===== src/rtl/mem_arbiter.sv =====
// Two-requester (core / DMA) arbiter in front of a single-port memory with MEM_LAT read latency.
// Optional: define MEM_ARBITER_ROUND_ROBIN_EN for round-robin on contention (default: core priority).
module mem_arbiter #(
   parameter int ADDR_W  = 32,
   parameter int MEM_LAT = 1
) (
   input  logic              clk,
   input  logic              reset,
   input  logic              core_req,
   input  logic              core_we,
   input  logic [ADDR_W-1:0] core_addr,
   input  logic [31:0]       core_wdata,
   output logic              core_gnt,
   output logic              core_rvalid,
   output logic [31:0]       core_rdata,
   input  logic              dma_req,
   input  logic              dma_we,
   input  logic [ADDR_W-1:0] dma_addr,
   input  logic [31:0]       dma_wdata,
   output logic              dma_gnt,
   output logic              dma_rvalid,
   output logic [31:0]       dma_rdata,
   output logic [ADDR_W-1:0] mem_addr,
   output logic [31:0]       mem_wdata,
   output logic              mem_wren,
   input  logic [31:0]       mem_rdata
);

   typedef enum logic {IDLE, RD_WAIT} state_t;

   localparam logic       OWN_CORE = 1'b0;
   localparam logic       OWN_DMA  = 1'b1;
   // Counter holds the remaining RD_WAIT cycles; rvalid fires when it reaches 0.
   localparam logic [1:0] CNT_LOAD = 2'(MEM_LAT - 1);

   state_t              state_q, state_d;
   logic [1:0]          cnt_q, cnt_d;
   logic                owner_q, owner_d;
   logic                last_owner_q, last_owner_d;
   logic [ADDR_W-1:0]   rd_addr_q, rd_addr_d;

   logic                core_win, dma_win, any_win;
   logic                win_we;
   logic [ADDR_W-1:0]   win_addr;
   logic [31:0]         win_wdata;
   logic                rd_done;

   // Arbitration: only in IDLE, never while reset is asserted.
   always_comb begin
      core_win = 1'b0;
      dma_win  = 1'b0;
      if (state_q == IDLE && !reset) begin
         if (core_req && dma_req) begin
`ifdef MEM_ARBITER_ROUND_ROBIN_EN
            if (last_owner_q == OWN_CORE) dma_win  = 1'b1;
            else                          core_win = 1'b1;
`else
            core_win = 1'b1;
`endif
         end else if (core_req) begin
            core_win = 1'b1;
         end else if (dma_req) begin
            dma_win = 1'b1;
         end
      end
   end

`ifndef MEM_ARBITER_ROUND_ROBIN_EN
   logic unused_last_owner;
   assign unused_last_owner = last_owner_q;
`endif

   assign any_win   = core_win | dma_win;
   assign win_we    = core_win ? core_we    : dma_we;
   assign win_addr  = core_win ? core_addr  : dma_addr;
   assign win_wdata = core_win ? core_wdata : dma_wdata;
   assign rd_done   = (state_q == RD_WAIT) && (cnt_q == 2'd0);

   // State register
   always_ff @(posedge clk or posedge reset) begin
      if (reset) begin
         state_q      <= IDLE;
         cnt_q        <= 2'd0;
         owner_q      <= OWN_CORE;
         last_owner_q <= OWN_DMA;
         rd_addr_q    <= '0;
      end else begin
         state_q      <= state_d;
         cnt_q        <= cnt_d;
         owner_q      <= owner_d;
         last_owner_q <= last_owner_d;
         rd_addr_q    <= rd_addr_d;
      end
   end

   // Next-state logic
   always_comb begin
      state_d      = state_q;
      cnt_d        = cnt_q;
      owner_d      = owner_q;
      last_owner_d = last_owner_q;
      rd_addr_d    = rd_addr_q;
      case (state_q)
         IDLE: begin
            if (any_win) begin
               last_owner_d = dma_win ? OWN_DMA : OWN_CORE;
               if (!win_we) begin
                  state_d   = RD_WAIT;
                  cnt_d     = CNT_LOAD;
                  owner_d   = dma_win ? OWN_DMA : OWN_CORE;
                  rd_addr_d = win_addr;
               end
            end
         end
         RD_WAIT: begin
            if (cnt_q == 2'd0) state_d = IDLE;
            else               cnt_d   = cnt_q - 2'd1;
         end
         default: state_d = IDLE;
      endcase
   end

   // Outputs
   always_comb begin
      core_gnt    = core_win;
      dma_gnt     = dma_win;
      core_rvalid = rd_done && (owner_q == OWN_CORE);
      dma_rvalid  = rd_done && (owner_q == OWN_DMA);
      core_rdata  = reset ? 32'd0 : mem_rdata;
      dma_rdata   = reset ? 32'd0 : mem_rdata;
      mem_addr    = '0;
      mem_wdata   = 32'd0;
      mem_wren    = 1'b0;
      if (any_win) begin
         mem_addr  = win_addr;
         mem_wdata = win_wdata;
         mem_wren  = win_we;
      end else if (state_q == RD_WAIT) begin
         mem_addr  = rd_addr_q;
      end
   end

endmodule


===== config.mk =====
export PLATFORM = sky130hd
export DESIGN_NAME = mem_arbiter
export DESIGN_NICKNAME = d
export VERILOG_FILES = /design/src/rtl/mem_arbiter.sv
export SDC_FILE = /design/constraint.sdc
export NUM_CORES = 1
export LEC_CHECK = 0
export ABC_CLOCK_PERIOD_IN_PS = 3280
export CAP_MARGIN = 30
export CORE_AREA = 2 2 114 116
export DETAILED_ROUTE_END_ITERATION = 10
export DIE_AREA = 0 0 116 118
export PLACE_DENSITY_LB_ADDON = 0.12
export SETUP_SLACK_MARGIN = 0.2
export SYNTH_ARGS = -nofsm -noshare
export SYNTH_HDL_FRONTEND = slang
export SYNTH_SLANG_ARGS = --single-unit

===== constraint.sdc =====
create_clock -name clk -period 3.28 [get_ports clk]
set_input_delay 0.984 -clock clk [delete_from_list [all_inputs] [get_ports clk]]
set_output_delay 0.984 -clock clk [all_outputs]
set_load 0.005 [all_outputs]

Yosys cells after proc, flatten, opt, wreduce, memory -nomap -nowiden:

Cells that the tools add are included.

* register bits after elaboration: 36
* output and inout bits: 133
* word-level logic and storage cells: 45

* add/subtract/negate cells: 1
* equal/unequal tests: 3
* multiplexer cells: 24
* bitwise gates (word level): 4
* reductions and logical operators: 9

Operators with widths (number)
* 32-bit two-way mux: 6
* 1-bit two-way mux: 13
* 2-bit two-way mux: 3
* 2-bit inequality test (second input constant): 3
* 3-bit AND reduction: 2
* 1-bit logical AND: 5
* 2-bit one-hot mux with 2 select lines: 1
* 1-bit inverter: 3
* 2-bit zero test: 1
* 1-bit one-hot mux with 2 select lines: 1
* 2-bit by 1-bit subtractor with 2-bit output (second input constant): 1
* 1-bit zero test: 1
* 1-bit OR: 1

Depth between registers and ports, before layout:

Gate-level depths: netlist of the first run.

* depth after elaboration: 7
* depth in mapped cells: 7
* depth with buffers taken out: 5

Worst setup path before layout of the first run:

Ideal clock, no wire load.

* path type: input to output
* start point: in reset
* end point: out mem_wdata[22]
* arrival: 1.999 ns
* data required time: 2.296 ns
* path slack: 0.297 ns
* stages: 7
* cells stage by stage: or3b_1 buf_2 inv_2 buf_6 buf_8 nand2_2 a21oi_2

* cells in the longest elaborated chain, start to end: 5
* elaborated cells between the ends (all ways): 7

RTL lines
* start, declared: RTL line 8 `input logic reset,`
* 1-bit zero test (no source line) *
* 1-bit logical AND *: RTL line 52 `if (state_q == IDLE && !reset) begin`
* 1-bit two-way mux *: RTL line 52
* named net core_gnt: RTL line 13 `output logic core_gnt,`
* 32-bit two-way mux / 1-bit OR (equally long branches): RTL line 76, 73
* 32-bit two-way mux *: RTL line 134 `if (any_win) begin`
* end, declared: RTL line 24 `output logic [31:0] mem_wdata,`

The timed path passes the listed nets; every way through them passes the cells marked *.

Final worst setup path of the first run:

* start point: in core_req
* end point: out mem_addr[27]

* cells in the longest elaborated chain, start to end: 5
* elaborated cells between the ends (all ways): 10

RTL lines
* start, declared: RTL line 9 `input logic core_req,`
* 1-bit two-way mux / 1-bit logical AND (equally long branches): RTL line 60, 53
* 1-bit two-way mux: RTL line 53 `if (core_req && dma_req) begin`
* 1-bit two-way mux: RTL line 52
* 32-bit two-way mux / 1-bit OR (equally long branches): RTL line 75, 73
* 32-bit two-way mux *: RTL line 134
* end, declared: RTL line 23 `output logic [ADDR_W-1:0] mem_addr,`

Every way passes the cells marked *; elsewhere a longest branch is shown, timed or not.

==> out/results.tsv, run 1 <==
stage	metric	value	unit
clocking	CTS Buf Count	5	
clocking	Root Driver	clkbuf_16	
worst_hold_path	Worst Hold Launch	cnt_q[0]	
synthesis	EDFF count, synth	0	
sta	RSZ-0062 raised after global routing	yes	
worst_hold_path	type of the worst min-delay path	flop to flop	
worst_setup_path	reg2reg end	rd_addr_q[5]	
sta	Worst Skew	0.002400	ns
sta	Slew Viols, Final	0	
outcome	failing checks	setup timing	
sta	Final Hold Fails	0	
outcome	status	finished with violations	
floorplan	Die Wd	116	um
placed_design	placer congestion estimate	0.8164	
synthesis	multiplexer area fraction after synthesis	0	%
worst_setup_path	startpoint types	input port	
sta	Worst-Margin Slew	0.4480	ns
clocking	CTS tree	yes	
global_routing	first-pass GRT wire length	22.95	mm
synthesis	largest family of logic cells by synthesized area	compound AO/OA/AOI/OAI gates	
synthesis	Post-Synth Adder-Cell Area	0.3912	%
floorplan	row cnt	41	
floorplan	Die ar.	13690	um2
power	Pleak	3.135	nW
worst_setup_path	Critical Path End Type	output port	
placed_design	dpl ws	-0.6661	ns
synthesis	Syn Nets	555	
global_routing	remaining global-route overflow	0	
synthesis	flops & latches, synth	36	
clocking	worst skew pair latency	0.28	ns
cells_and_area	share of cells above drive strength 1	28.05	%
placed_design	final HPWL from detailed placement	11.02	mm
cells_and_area	fin area	6611	um2
sta	hold slack	0.5084	ns
worst_setup_path	r2r worst-path depth	9	
drt	final WL	15.32	mm
cells_and_area	nets@finish	847	
global_routing	largest net degree at the start of global routing	41	
synthesis	post-synthesis cell count	388	
cells_and_area	Cell Count, Final, Fillers Out	853	
floorplan	CORE AREA	12410	um2
cells_and_area	area growth from synthesis to layout	106.7	%
floorplan	die boundary height	118	um
power	pwr dens	284.3	nW/um2
power	Max VDD drop	0.1705	mV
clocking	Sink Count	36	
sta	final worst-path cycle share	100.2	%
placed_design	Post-Place Cell Area	6188	um2
floorplan	IO Count	299	
drt	routed vias	4035	
cells_and_area	Sequential Area	900.9	um2
sta	Final min period	3.286	ns
drt	Routed Antenna Nets	0	
cells_and_area	Multi-input gate area	1859	um2
clocking	Post-CTS Hold Buffers	0	
global_routing	number of global-route vias before repair	4165	
worst_setup_path	CP Max Fanout	7	
worst_setup_path	WS Path Type	input port to output port	
drt	drt first-iter violations	260	
placed_design	cell total after placement	812	
drt	Initial DRT Pass Iterations	7	
floorplan	Starting Density	25.76	%
worst_setup_path	R2R Path Start	state_q	
synthesis	Avg Cell Area, Syn	8.242	um2
worst_setup_path	R2R setup slack	1.11	ns
drt	Routed WL per cell	17.96	um
synthesis	ys flop type	dfrtp_1	
clocking	H-tree Lvls	2	
synthesis	unique cell type count in the Yosys netlist	30	
sta	Worst Setup Slack, final	-0.006112	ns
cells_and_area	Antenna diodes	0	
power	PnR Total Power	1.880	mW
sta	Setup-failing EPs final	1	
cells_and_area	commonest cells after routing, fill and taps aside	clkdlybuf4s50_1 (164), buf_2 (66), dlygate4sd2_1 (62)	
synthesis	Seq/Total Area, Yosys	28.17	%
cells_and_area	Fill cells	1193	
cells_and_area	most common cell after layout, fill and taps aside	clkdlybuf4s50_1	
synthesis	post-synthesis xor/xnor area fraction	0	%
clocking	Max clock buf depth	2	
synthesis	Post-Synth Simple-Gate Area	24.57	%
synthesis	synthesized area	3198	um2
clocking	Clk pin slew, worst setup/hold paths	0.06	ns
worst_setup_path	Critical Path AT	2.30	ns
drt	vias per inst	4.730	
sta	relative slew slack	70.13	%
placed_design	PortBufs	298	
cells_and_area	fin util	53.26	%
flow_run	Max-Cap Viols	0	
sta	fmax	304.3	MHz
synthesis	Compound-Gate Fraction of Synth Area	28.87	%
global_routing	Total Routing Usage GR	21.26	%
synthesis	asr flop ratio synth	100.0	%
worst_hold_path	hold depth	1	
global_routing	initial antenna violation count	0	
synthesis	total of warnings raised by yosys	0	
drt	# DRC	0	
sta	setup TNS	-0.006112	ns
worst_setup_path	Worst EP required	2.30	ns
worst_hold_path	Hold EP	cnt_q[0]	
-- Yosys cell counts, drive strengths merged, types with 2 or more instances --
library cell / count / area [um2]
o21ai: 2 / 10.00
a222oi: 32 / 320.3
o221a: 32 / 360.4
inv: 37 / 138.9
nor4b: 2 / 47.55
nand2: 68 / 277.8
nor2b: 32 / 200.2
a21oi: 33 / 199.0
nand2b: 33 / 206.5
buf: 50 / 376.6
clkbuf: 16 / 60.06
o22ai: 2 / 12.51
nor2: 2 / 7.510
dfrtp: 36 / 900.9
nand3: 3 / 15.01
-- flip-flops by register name, summed over array words and instances (netlist names) --
register / flops
cnt_q: 2
owner_q: 1
rd_addr_q: 32
state_q: 1
-- where the power goes --
group / internal, mW / total (mW) / switching (mW)
sequential: 0.532 / 0.587 / 0.0554
clock: 0.302 / 0.483 / 0.181
combinational: 0.502 / 0.809 / 0.307
-- worst max-delay path, stage by stage --
cell and delay [ns]:
buf_6 0.09, or3b_4 0.27, inv_8 0.05, buf_6 0.12
buf_16 0.13, buf_6 0.11, a222oi_1 0.27, inv_1 0.12
buf_2 0.14
-- worst max-delay path by stage --
| stage | from | end | slack (ns) | cells after the start |
|---|---|---|---|---|
| 2_1_floorplan | reset | mem_wdata[22] | 0.30 | 7 |
| 3_3_place_gp | reset | mem_wdata[8] | -0.65 | 7 |
| 3_5_place_dp | reset | mem_addr[27] | -0.67 | 7 |
| 4_1_cts | core_req | mem_addr[27] | -0.02 | 9 |
| 5_1_grt | core_req | mem_addr[18] | -0.08 | 9 |
| 6_report | core_req | mem_addr[27] | -0.006 | 9 |
-- cell families after synthesis --
logic type / Yosys count
compound gates: 104
flops: 36
buf+inv: 103
simple gates: 144
fa+ha+maj: 1
-- layout make-up --
class / count / share of cell area (%)
flip-flops and latches: 36 / 13.63
multi-input cells: 249 / 28.12
repair buffers: 351 / 50.51
well taps: 172 / 3.255
inverters: 37 / 2.214
clock buffers: 7 / 2.157
clock inverters: 1 / 0.1136
-- layer usage --
layer	up-vias	global-route usage (%)	part of all wire, %
met1	1875	26.08	41
met5	-	0	0
li1	1942	-	-
met4	0	6.473	2.2
met3	23	4.068	7.6
met2	195	37.17	49
-- timing repair --
action,in CTS,in global routing
resized for setup,406,18
buffers inserted,25,0
pin swaps,39,19
hold endpoints to repair,0,0
endpoints found under the setup margin,131,69
cloned,8,0
(Power assumes the default switching activity.)
==> inputs of run 2 (changes only) <==
--- a/config.mk
+++ b/config.mk
@@ -5,11 +5,13 @@
 export SDC_FILE = /design/constraint.sdc
 export NUM_CORES = 1
 export LEC_CHECK = 0
-export ABC_CLOCK_PERIOD_IN_PS = 3280
+export ABC_CLOCK_PERIOD_IN_PS = 4200
 export CAP_MARGIN = 30
-export CORE_AREA = 2 2 114 116
+export CELL_PAD_IN_SITES_DETAIL_PLACEMENT = 1
+export CELL_PAD_IN_SITES_GLOBAL_PLACEMENT = 1
+export CORE_MARGIN = 1.5
+export CORE_UTILIZATION = 22
 export DETAILED_ROUTE_END_ITERATION = 10
-export DIE_AREA = 0 0 116 118
 export PLACE_DENSITY_LB_ADDON = 0.12
 export SETUP_SLACK_MARGIN = 0.2
 export SYNTH_ARGS = -nofsm -noshare
==> constraint.sdc (replaced) <==
create_clock -name clk -period 4.2 [get_ports clk]
set_input_delay 1.26 -clock clk [delete_from_list [all_inputs] [get_ports clk]]
set_output_delay 1.26 -clock clk [all_outputs]
set_load 0.005 [all_outputs]
==> run 2 against run 1 <==
  * The run now ends clean
  * Global-route usage hardly changed
  * Design area hardly changed
  * Flip-flop and latch count stayed put
  * Die area is 12% higher
  * Setup slack better by 0.28 ns
  * Clock skew is 0.0023 ns higher
  * Final cell count is 0.70% lower
  * Worst hold slack better by 0.0086 ns
  * Largest cell class unchanged
  * Highest routed layer is now met5
==> out/results.tsv, run 2 (synthesis gave the netlist of run 1 again) <==
stage	metric	value	unit
clocking	CTS tree	yes	
placed_design	PortBufs	298	
drt	vias per inst	4.838	
clocking	Post-CTS Hold Buffers	0	
drt	final WL	16.93	mm
sta	fmax	254.6	MHz
global_routing	Total Routing Usage GR	21.30	%
cells_and_area	fin util	47.11	%
clocking	Sink Count	36	
drt	Routed Antenna Nets	0	
drt	# DRC	0	
worst_setup_path	slowest stage delay, CP	0.32	ns
drt	drt first-iter violations	236	
power	Max VDD drop	0.1392	mV
global_routing	largest net degree at the start of global routing	41	
floorplan	die boundary height	123.6	um
floorplan	CORE AREA	14040	um2
cells_and_area	commonest cells after routing, fill and taps aside	clkdlybuf4s50_1 (230), nand2_1 (58), dlygate4sd2_1 (56)	
sta	Final Hold Fails	0	
sta	RSZ-0062 raised after global routing	yes	
global_routing	initial antenna violation count	2	
drt	routed vias	4098	
cells_and_area	nets@finish	833	
drt	Routed WL per cell	19.99	um
power	PnR Total Power	1.481	mW
worst_hold_path	type of the worst min-delay path	flop to flop	
worst_setup_path	Cell Chain, Critical Path	buf_6 > or3b_4 > clkinv_8 > buf_8 > buf_16 > buf_6 > a222oi_1 > inv_1 > buf_2	
worst_setup_path	Critical Path AT	2.67	ns
sta	Worst Skew	0.004704	ns
placed_design	final HPWL from detailed placement	12.64	mm
worst_setup_path	Worst EP required	2.94	ns
power	Pleak	2.896	nW
cells_and_area	most common cell after layout, fill and taps aside	clkdlybuf4s50_1	
floorplan	Die Wd	123.6	um
clocking	worst skew pair latency	0.28	ns
global_routing	first-pass GRT wire length	24.82	mm
sta	hold slack	0.5169	ns
floorplan	row cnt	43	
cells_and_area	Largest register FFs	32	
cells_and_area	fin area	6615	um2
cells_and_area	biggest regs	rd_addr_q (32), cnt_q (2)	
global_routing	remaining global-route overflow	0	
clocking	Root Driver	clkbuf_16	
sta	Setup-failing EPs final	0	
sta	relative slew slack	54.04	%
sta	Slew Viols, Final	0	
clocking	H-tree Lvls	2	
worst_setup_path	Crit. Startpoint	core_req	
worst_setup_path	CP Max Fanout	8	
clocking	Max clock buf depth	2	
worst_setup_path	Max stage delay cell, worst path	a222oi_1	
placed_design	placer congestion estimate	0.7567	
clocking	CTS Buf Count	5	
sta	Worst-Margin Slew	0.6851	ns
worst_hold_path	Worst Hold Launch	cnt_q[0]	
drt	Initial DRT Pass Iterations	6	
flow_run	Max-Cap Viols	0	
sta	Final min period	3.927	ns
worst_setup_path	WS Path Type	input port to output port	
worst_setup_path	CP most frequent cell	buf_6	
placed_design	Post-Place Cell Area	6181	um2
clocking	Clk pin slew, worst setup/hold paths	0.06	ns
floorplan	Starting Density	22.77	%
power	pwr dens	223.9	nW/um2
cells_and_area	Largest Register	rd_addr_q	
floorplan	Die ar.	15270	um2
worst_setup_path	Critical Path End Type	output port	
cells_and_area	Antenna diodes	0	
cells_and_area	share of cells above drive strength 1	12.59	%
worst_setup_path	startpoint types	input port	
floorplan	IO Count	299	
cells_and_area	area growth from synthesis to layout	106.8	%
sta	final worst-path cycle share	93.51	%
worst_setup_path	R2R Path Start	state_q	
outcome	status	completed	
global_routing	number of global-route vias before repair	4419	
run 2: routing by layer:
metal | track usage (%) | share of wire (%) | vias to the layer above
met3 | 6.319 | 9.1 | 17
met2 | 40.21 | 52 | 171
met5 | 0 | 0.16 | -
li1 | - | - | 1909
met1 | 23.85 | 38 | 1997
met4 | 3.592 | 1.2 | 4
run 2: where the power goes:
| group | internal (mW) | total, mW | switching [mW] |
|---|---|---|---|
| Combinational | 0.407 | 0.646 | 0.239 |
| Sequential | 0.415 | 0.460 | 0.0442 |
| Clock | 0.221 | 0.376 | 0.155 |
run 2: path summary, 6_finish.rpt:
kind	slack [ns]	cells past startpoint	endpoint
max	0.27	9	mem_addr[8]
min	0.52	1	cnt_q[0]
min reg2reg	0.52	1	cnt_q[0]
max in group asynchronous	2.35	4	cnt_q[0]
min in group asynchronous	1.19	3	owner_q
max reg2reg	2.18	7	rd_addr_q[8]
run 2: per-stage QoR:
stage	cells	setup WS (ns)	setup TNS (ns)
final	847	0.2727	0
after global routing	847	0.1866	0
after CTS	847	0.2008	0
after detailed placement	821	-0.3510	-16.81
after global placement	821	-0.3457	-16.79
after floorplan	388	0.6651	0
run 2: worst max-delay path, delay by kind of cell:
kind	cells	cell delay [ns]
buffers and inverters	7	0.81
AND/OR/NAND/NOR	1	0.27
AO/OA/AOI/OAI	1	0.32
run 2: what timing repair did:
action / in CTS / in global routing
endpoints found under the hold margin: 0 / 0
gates cloned: 7 / 0
endpoints found under the setup margin: 82 / 19
pin swaps: 7 / 4
resized for setup: 124 / 8
buffers inserted: 11 / 0
run 2: final cells by class:
class / count / area [um2]
Sequential cell: 36 / 900.9
Tap cell: 180 / 225.2
Timing Repair Buffer: 337 / 3440
Fill cell: 1630 / 7427
Clock inverter: 3 / 23.77
Multi-Input combinational cell: 249 / 1749
Inverter: 37 / 151.4
Clock buffer: 5 / 125.1
==> inputs of run 3 (changes only) <==
--- a/config.mk
+++ b/config.mk
@@ -12,6 +12,7 @@
 export CORE_MARGIN = 1.5
 export CORE_UTILIZATION = 22
 export DETAILED_ROUTE_END_ITERATION = 10
+export GPL_TIMING_DRIVEN = 0
 export PLACE_DENSITY_LB_ADDON = 0.12
 export SETUP_SLACK_MARGIN = 0.2
 export SYNTH_ARGS = -nofsm -noshare
==> run 3 against run 2 <==
  * Clock power up 2%
  * Register-to-register slack better by 0.20 ns
  * Utilization up 1.8 points
  * Combinational power up 3.6%
  * Worst hold slack worse by 0.012 ns
  * Count of clock-buffer cells in the layout up 2
  * Flip-flop and latch count unchanged
  * Non-clock buffer count up 49
  * Maximum frequency down 1.3%
  * Critical path type unchanged
  * Largest cell class unchanged
==> out/results.tsv, run 3 (synthesis gave the netlist of run 1 again) <==
stage	metric	value	unit
clocking	worst skew pair latency	0.28	ns
cells_and_area	fin area	6872	um2
drt	routed vias	4256	
drt	Initial DRT Pass Iterations	7	
clocking	Sink Count	36	
global_routing	Total Routing Usage GR	21.24	%
clocking	Clk pin slew, worst setup/hold paths	0.05	ns
worst_hold_path	hold depth	1	
power	Clk pwr share	25.3	%
sta	fmax	251.2	MHz
cells_and_area	Antenna diodes	0	
power	Seq pwr share	30.4	%
power	pwr dens	220.0	nW/um2
worst_setup_path	delay-heaviest family, CP	buffers and inverters	
sta	Slew Viols, Final	0	
placed_design	PortBufs	298	
cells_and_area	share of cells above drive strength 1	22.77	%
sta	Final min period	3.981	ns
drt	vias per inst	4.750	
drt	# DRC	0	
placed_design	dpl ws	-0.8393	ns
sta	relative slew slack	46.56	%
drt	Routed Antenna Nets	0	
cells_and_area	Largest register FFs	32	
floorplan	die boundary height	123.6	um
clocking	CTS Buf Count	5	
worst_hold_path	type of the worst min-delay path	flop to flop	
floorplan	row cnt	43	
floorplan	IO Count	299	
worst_setup_path	slowest stage delay, CP	0.36	ns
worst_setup_path	R2R setup slack	2.38	ns
sta	Worst-Margin Slew	0.8004	ns
placed_design	Post-Place Cell Area	6406	um2
cells_and_area	most common cell after layout, fill and taps aside	clkdlybuf4s50_1	
worst_setup_path	reg2reg end	rd_addr_q[3]	
cells_and_area	biggest regs	rd_addr_q (32), cnt_q (2)	
drt	drt first-iter violations	177	
power	P_sw	0.4369	mW
floorplan	Die Wd	123.6	um
clocking	Max clock buf depth	2	
worst_setup_path	Critical Path AT	2.72	ns
floorplan	Starting Density	22.77	%
worst_setup_path	Max stage delay cell, worst path	or3b_4	
power	Pleak	3.184	nW
worst_setup_path	startpoint types	input port	
sta	Worst Skew	0.007635	ns
global_routing	initial antenna violation count	1	
worst_setup_path	Cell Chain, Critical Path	buf_8 > or3b_4 > buf_6 > inv_8 > buf_12 > buf_8 > buf_6 > buf_6 > nand2_1 > a21oi_2 > buf_2	
cells_and_area	nets@finish	882	
clocking	H-tree Lvls	2	
worst_hold_path	Worst Hold Launch	cnt_q[0]	
cells_and_area	area growth from synthesis to layout	114.9	%
worst_setup_path	WP buf/inv	8	
sta	final worst-path cycle share	94.78	%
worst_setup_path	Critical Path End Type	output port	
global_routing	remaining global-route overflow	0	
cells_and_area	commonest cells after routing, fill and taps aside	clkdlybuf4s50_1 (229), nand2_1 (55), buf_4 (49)	
global_routing	number of global-route vias before repair	4450	
sta	Final Hold Fails	0	
worst_setup_path	CP Max Fanout	5	
worst_setup_path	r2r worst-path depth	6	
global_routing	largest net degree at the start of global routing	37	
placed_design	cell total after placement	866	
clocking	CTS tree	yes	
worst_hold_path	Hold EP	cnt_q[0]	
global_routing	first-pass GRT wire length	24.83	mm
drt	Routed WL per cell	18.99	um
cells_and_area	Cell Count, Final, Fillers Out	896	
worst_setup_path	Worst EP required	2.94	ns
outcome	status	completed	
floorplan	Die ar.	15270	um2
clocking	Root Driver	clkbuf_16	
sta	Worst Setup Slack, final	0.2193	ns
cells_and_area	Fill cells	1629	
power	cell-internal power	1.075	mW
placed_design	placer congestion estimate	0.7909	
flow_run	Max-Cap Viols	0	
drt	final WL	17.01	mm
power	Gate power share	44.2	%
sta	RSZ-0062 raised after global routing	yes	
worst_setup_path	WS Path Type	input port to output port	
power	Net Sw Frac	28.90	%
power	Max VDD drop	0.1349	mV
placed_design	final HPWL from detailed placement	13.27	mm
floorplan	CORE AREA	14040	um2
cells_and_area	Largest Register	rd_addr_q	
worst_setup_path	CP most frequent cell	buf_6	
sta	Setup-failing EPs final	0	
worst_setup_path	R2R Path Start	state_q	
sta	hold slack	0.5046	ns
==> run 3: cell count changes in the layout (fill, tap and decap cells not counted), sizes merged, moves of 3 or more <==
cell,change
buf,+49
clkbuf,+26
clkdlybuf4s15,+6
clkinv,-3
dlygate4sd2,-42
dlymetal6s2s,+15
==> run 3: layout make-up <==
cell class / count / area [um2] / area share (%)
plain buffers: 66 / 539.3 / 7.848
clock buffers: 7 / 142.6 / 2.076
clock inverters: 1 / 7.507 / 0.1092
inverters: 37 / 146.4 / 2.130
multi-input cells: 249 / 1787 / 26.00
flip-flops and latches: 36 / 900.9 / 13.11
well taps: 180 / 225.2 / 3.277
repair buffers: 320 / 3123 / 45.45
==> run 3: worst max path at each step <==
| stage | end | slack (ns) | startpoint | cells past startpoint |
|---|---|---|---|---|
| finish | mem_wdata[6] | 0.22 | reset | 11 |
| global route | mem_wdata[11] | 0.14 | reset | 11 |
| CTS | mem_wdata[11] | 0.11 | reset | 11 |
| detailed placement | mem_addr[4] | -0.84 | core_req | 6 |
| global placement | mem_addr[5] | -0.83 | core_req | 6 |
| floorplan | mem_wdata[22] | 0.67 | reset | 7 |
==> run 3: through the flow <==
| stage | util [%] | TNS (ns) | total power, mW |
|---|---|---|---|
| 6_report | 48.94 | 0 | 1.512 |
| 5_1_grt | 48.94 | 0 | 1.599 |
| 4_1_cts | 48.46 | 0 | 1.526 |
| 3_5_place_dp | 45.62 | -58.75 | 1.121 |
| 3_3_place_gp | 45.62 | -53.11 | 1.102 |
| 2_1_floorplan | - | 0 | 0.7039 |
==> run 3: power groups by stage <==
stage | Sequential, mW | Combinational (mW) | Clock, mW
finish | 0.460 | 0.669 | 0.383
global route | 0.467 | 0.722 | 0.410
CTS | 0.458 | 0.677 | 0.391
detailed placement | 0.460 | 0.661 | 0
global placement | 0.458 | 0.644 | 0
floorplan | 0.448 | 0.256 | 0
==> run 3: what timing repair did <==
action | in CTS | in global routing
pin swaps | 9 | 12
buffers inserted | 14 | 6
endpoints found under the setup margin | 128 | 61
cloned | 3 | 0
resized for setup | 178 | 61
hold buffers | 0 | 0
==> run 3: per-layer routing <==
layer  GRT usage (%)  part of all wire (%)  vias up
met5               0                  0.10        -
met3           5.586                   8.4       18
met1           24.98                    39     2039
met2           38.89                    51      188
li1                -                     -     2009
met4           4.167                   1.3        2
==> variant: new RTL, config.mk and constraints of run 3 <==
Take the reset off `rd_addr_q` and load it in a clocked block of its own.
--- a/src/rtl/mem_arbiter.sv
+++ b/src/rtl/mem_arbiter.sv
@@ -83,14 +83,16 @@
          cnt_q        <= 2'd0;
          owner_q      <= OWN_CORE;
          last_owner_q <= OWN_DMA;
-         rd_addr_q    <= '0;
       end else begin
          state_q      <= state_d;
          cnt_q        <= cnt_d;
          owner_q      <= owner_d;
          last_owner_q <= last_owner_d;
-         rd_addr_q    <= rd_addr_d;
       end
+   end
+
+   always_ff @(posedge clk) begin
+      rd_addr_q <= rd_addr_d;
    end
 
    // Next-state logic
Check against the original RTL: same outputs for any inputs over 10 cycles, from zero or initial values and one cycle with reset high; that may be too few to reach the edited logic, so the function may still have changed.
==> variant against run 3 <==
Clock skew decreased by 0.0037 ns; wire length decreased by 7.2%; sequential cell count unchanged; highest routed layer is now met4; largest cell class unchanged; synthesized area decreased by 4.2%; synthesized cell count increased by 7.2%; critical path depth decreased by 4; setup slack got worse by 0.016 ns; design area decreased by 4.8%; clock power decreased by 4%; power increased by 18%.
==> variant: results (changes against run 3) <==
- The flow ran to the end, and the final reports show no timing, DRC or antenna violations.
- Non-CTS buffers: 374 (-3.1%)
- The clock share of power came to 20.6% (-4.7 points).
- Slew of the pin with the lowest slew margin: 0.909 ns (+0.109 ns)
* Count of multi-input combinational gates: 280 (+12%)
- Relative area of non-clock buffer cells in the final design: 53.9% (+0.56 points)
- For this design, the slowest cell found on the critical path is sky130_fd_sc_hd__clkdlybuf4s50_1.
- Combinational group share of total power: 53.8% (+9.6 points)
* Detailed Route WL: 15.8 mm (-7.2%)
* Filler cell count: 1651 (+1.4%)
- The overall routing resource usage is 20.7% (-0.57 points).
* Number of antenna violations at the first check in global routing: 0 (-1)
- First-pass iteration count of the detailed router: 6 (-1)
- The via count came to 4141 (-2.7%).
- The count of input and output buffers was 297 (-0.34%).
- Share of the final layout cell area in sequential cells: 16.2% (+3.1 points)
- Post-synth EDFFs: 32 (+32)
- The cell area after placement came to 0.00626 mm^2 (-2.3%).
- Compound-Gate Fraction of Synth Area: 17.3% (-12 points)
- The multi-input combinational cell area is 0.00145 mm^2 (-19%).
* Data arrival time of the critical path: 2.74 ns (+0.02 ns)
* RePlAce Congestion: 0.790 (-0.14%)
* Commonest register cell after synthesis: sky130_fd_sc_hd__edfxtp_1
- Global Route met3 Usage: 7.10% (+1.5 points)
- Post-place setup slack: -0.545 ns (+0.294 ns)
* Area share of fa/ha/maj cells after synthesis: 0.408% (+0.017 points)
- Total clock network power: 0.368 mW (-4%)
- The cell leakage power came to 3.08 nW (-3.2%).
[variant: cell count changes after synthesis, sizes merged, moves of 5 or more]
cell and delta:
nand2 +97, dfrtp -32, edfxtp +32, o221a -32, nand2b -31, clkbuf -8, buf +5
[variant: per-layer routing]
layer | share of wire, % | routed length, um
met1 | 36 | 5740
met2 | 52 | 8210
met3 | 9.6 | 1520
met4 | 2.1 | 325
met5 | 0 | 0
[variant: final timing paths]
check / from / depth (start not counted) / to / slack (ns)
max in group asynchronous: reset / 3 / state_q / 2.78
min in group asynchronous: reset / 3 / owner_q / 1.26
worst max-delay path: reset / 7 / mem_addr[10] / 0.20
worst max register to register: state_q / 3 / rd_addr_q[30] / 2.21
worst min-delay path: cnt_q[1] / 2 / cnt_q[1] / 0.55
worst min register to register: cnt_q[1] / 2 / cnt_q[1] / 0.55
[variant: timing repair]
item,4_1_cts,5_1_grt
setup endpoints to repair,67,33
buffers inserted,4,10
pin swaps,14,3
endpoints found under the hold margin,0,0
resized for setup,90,23
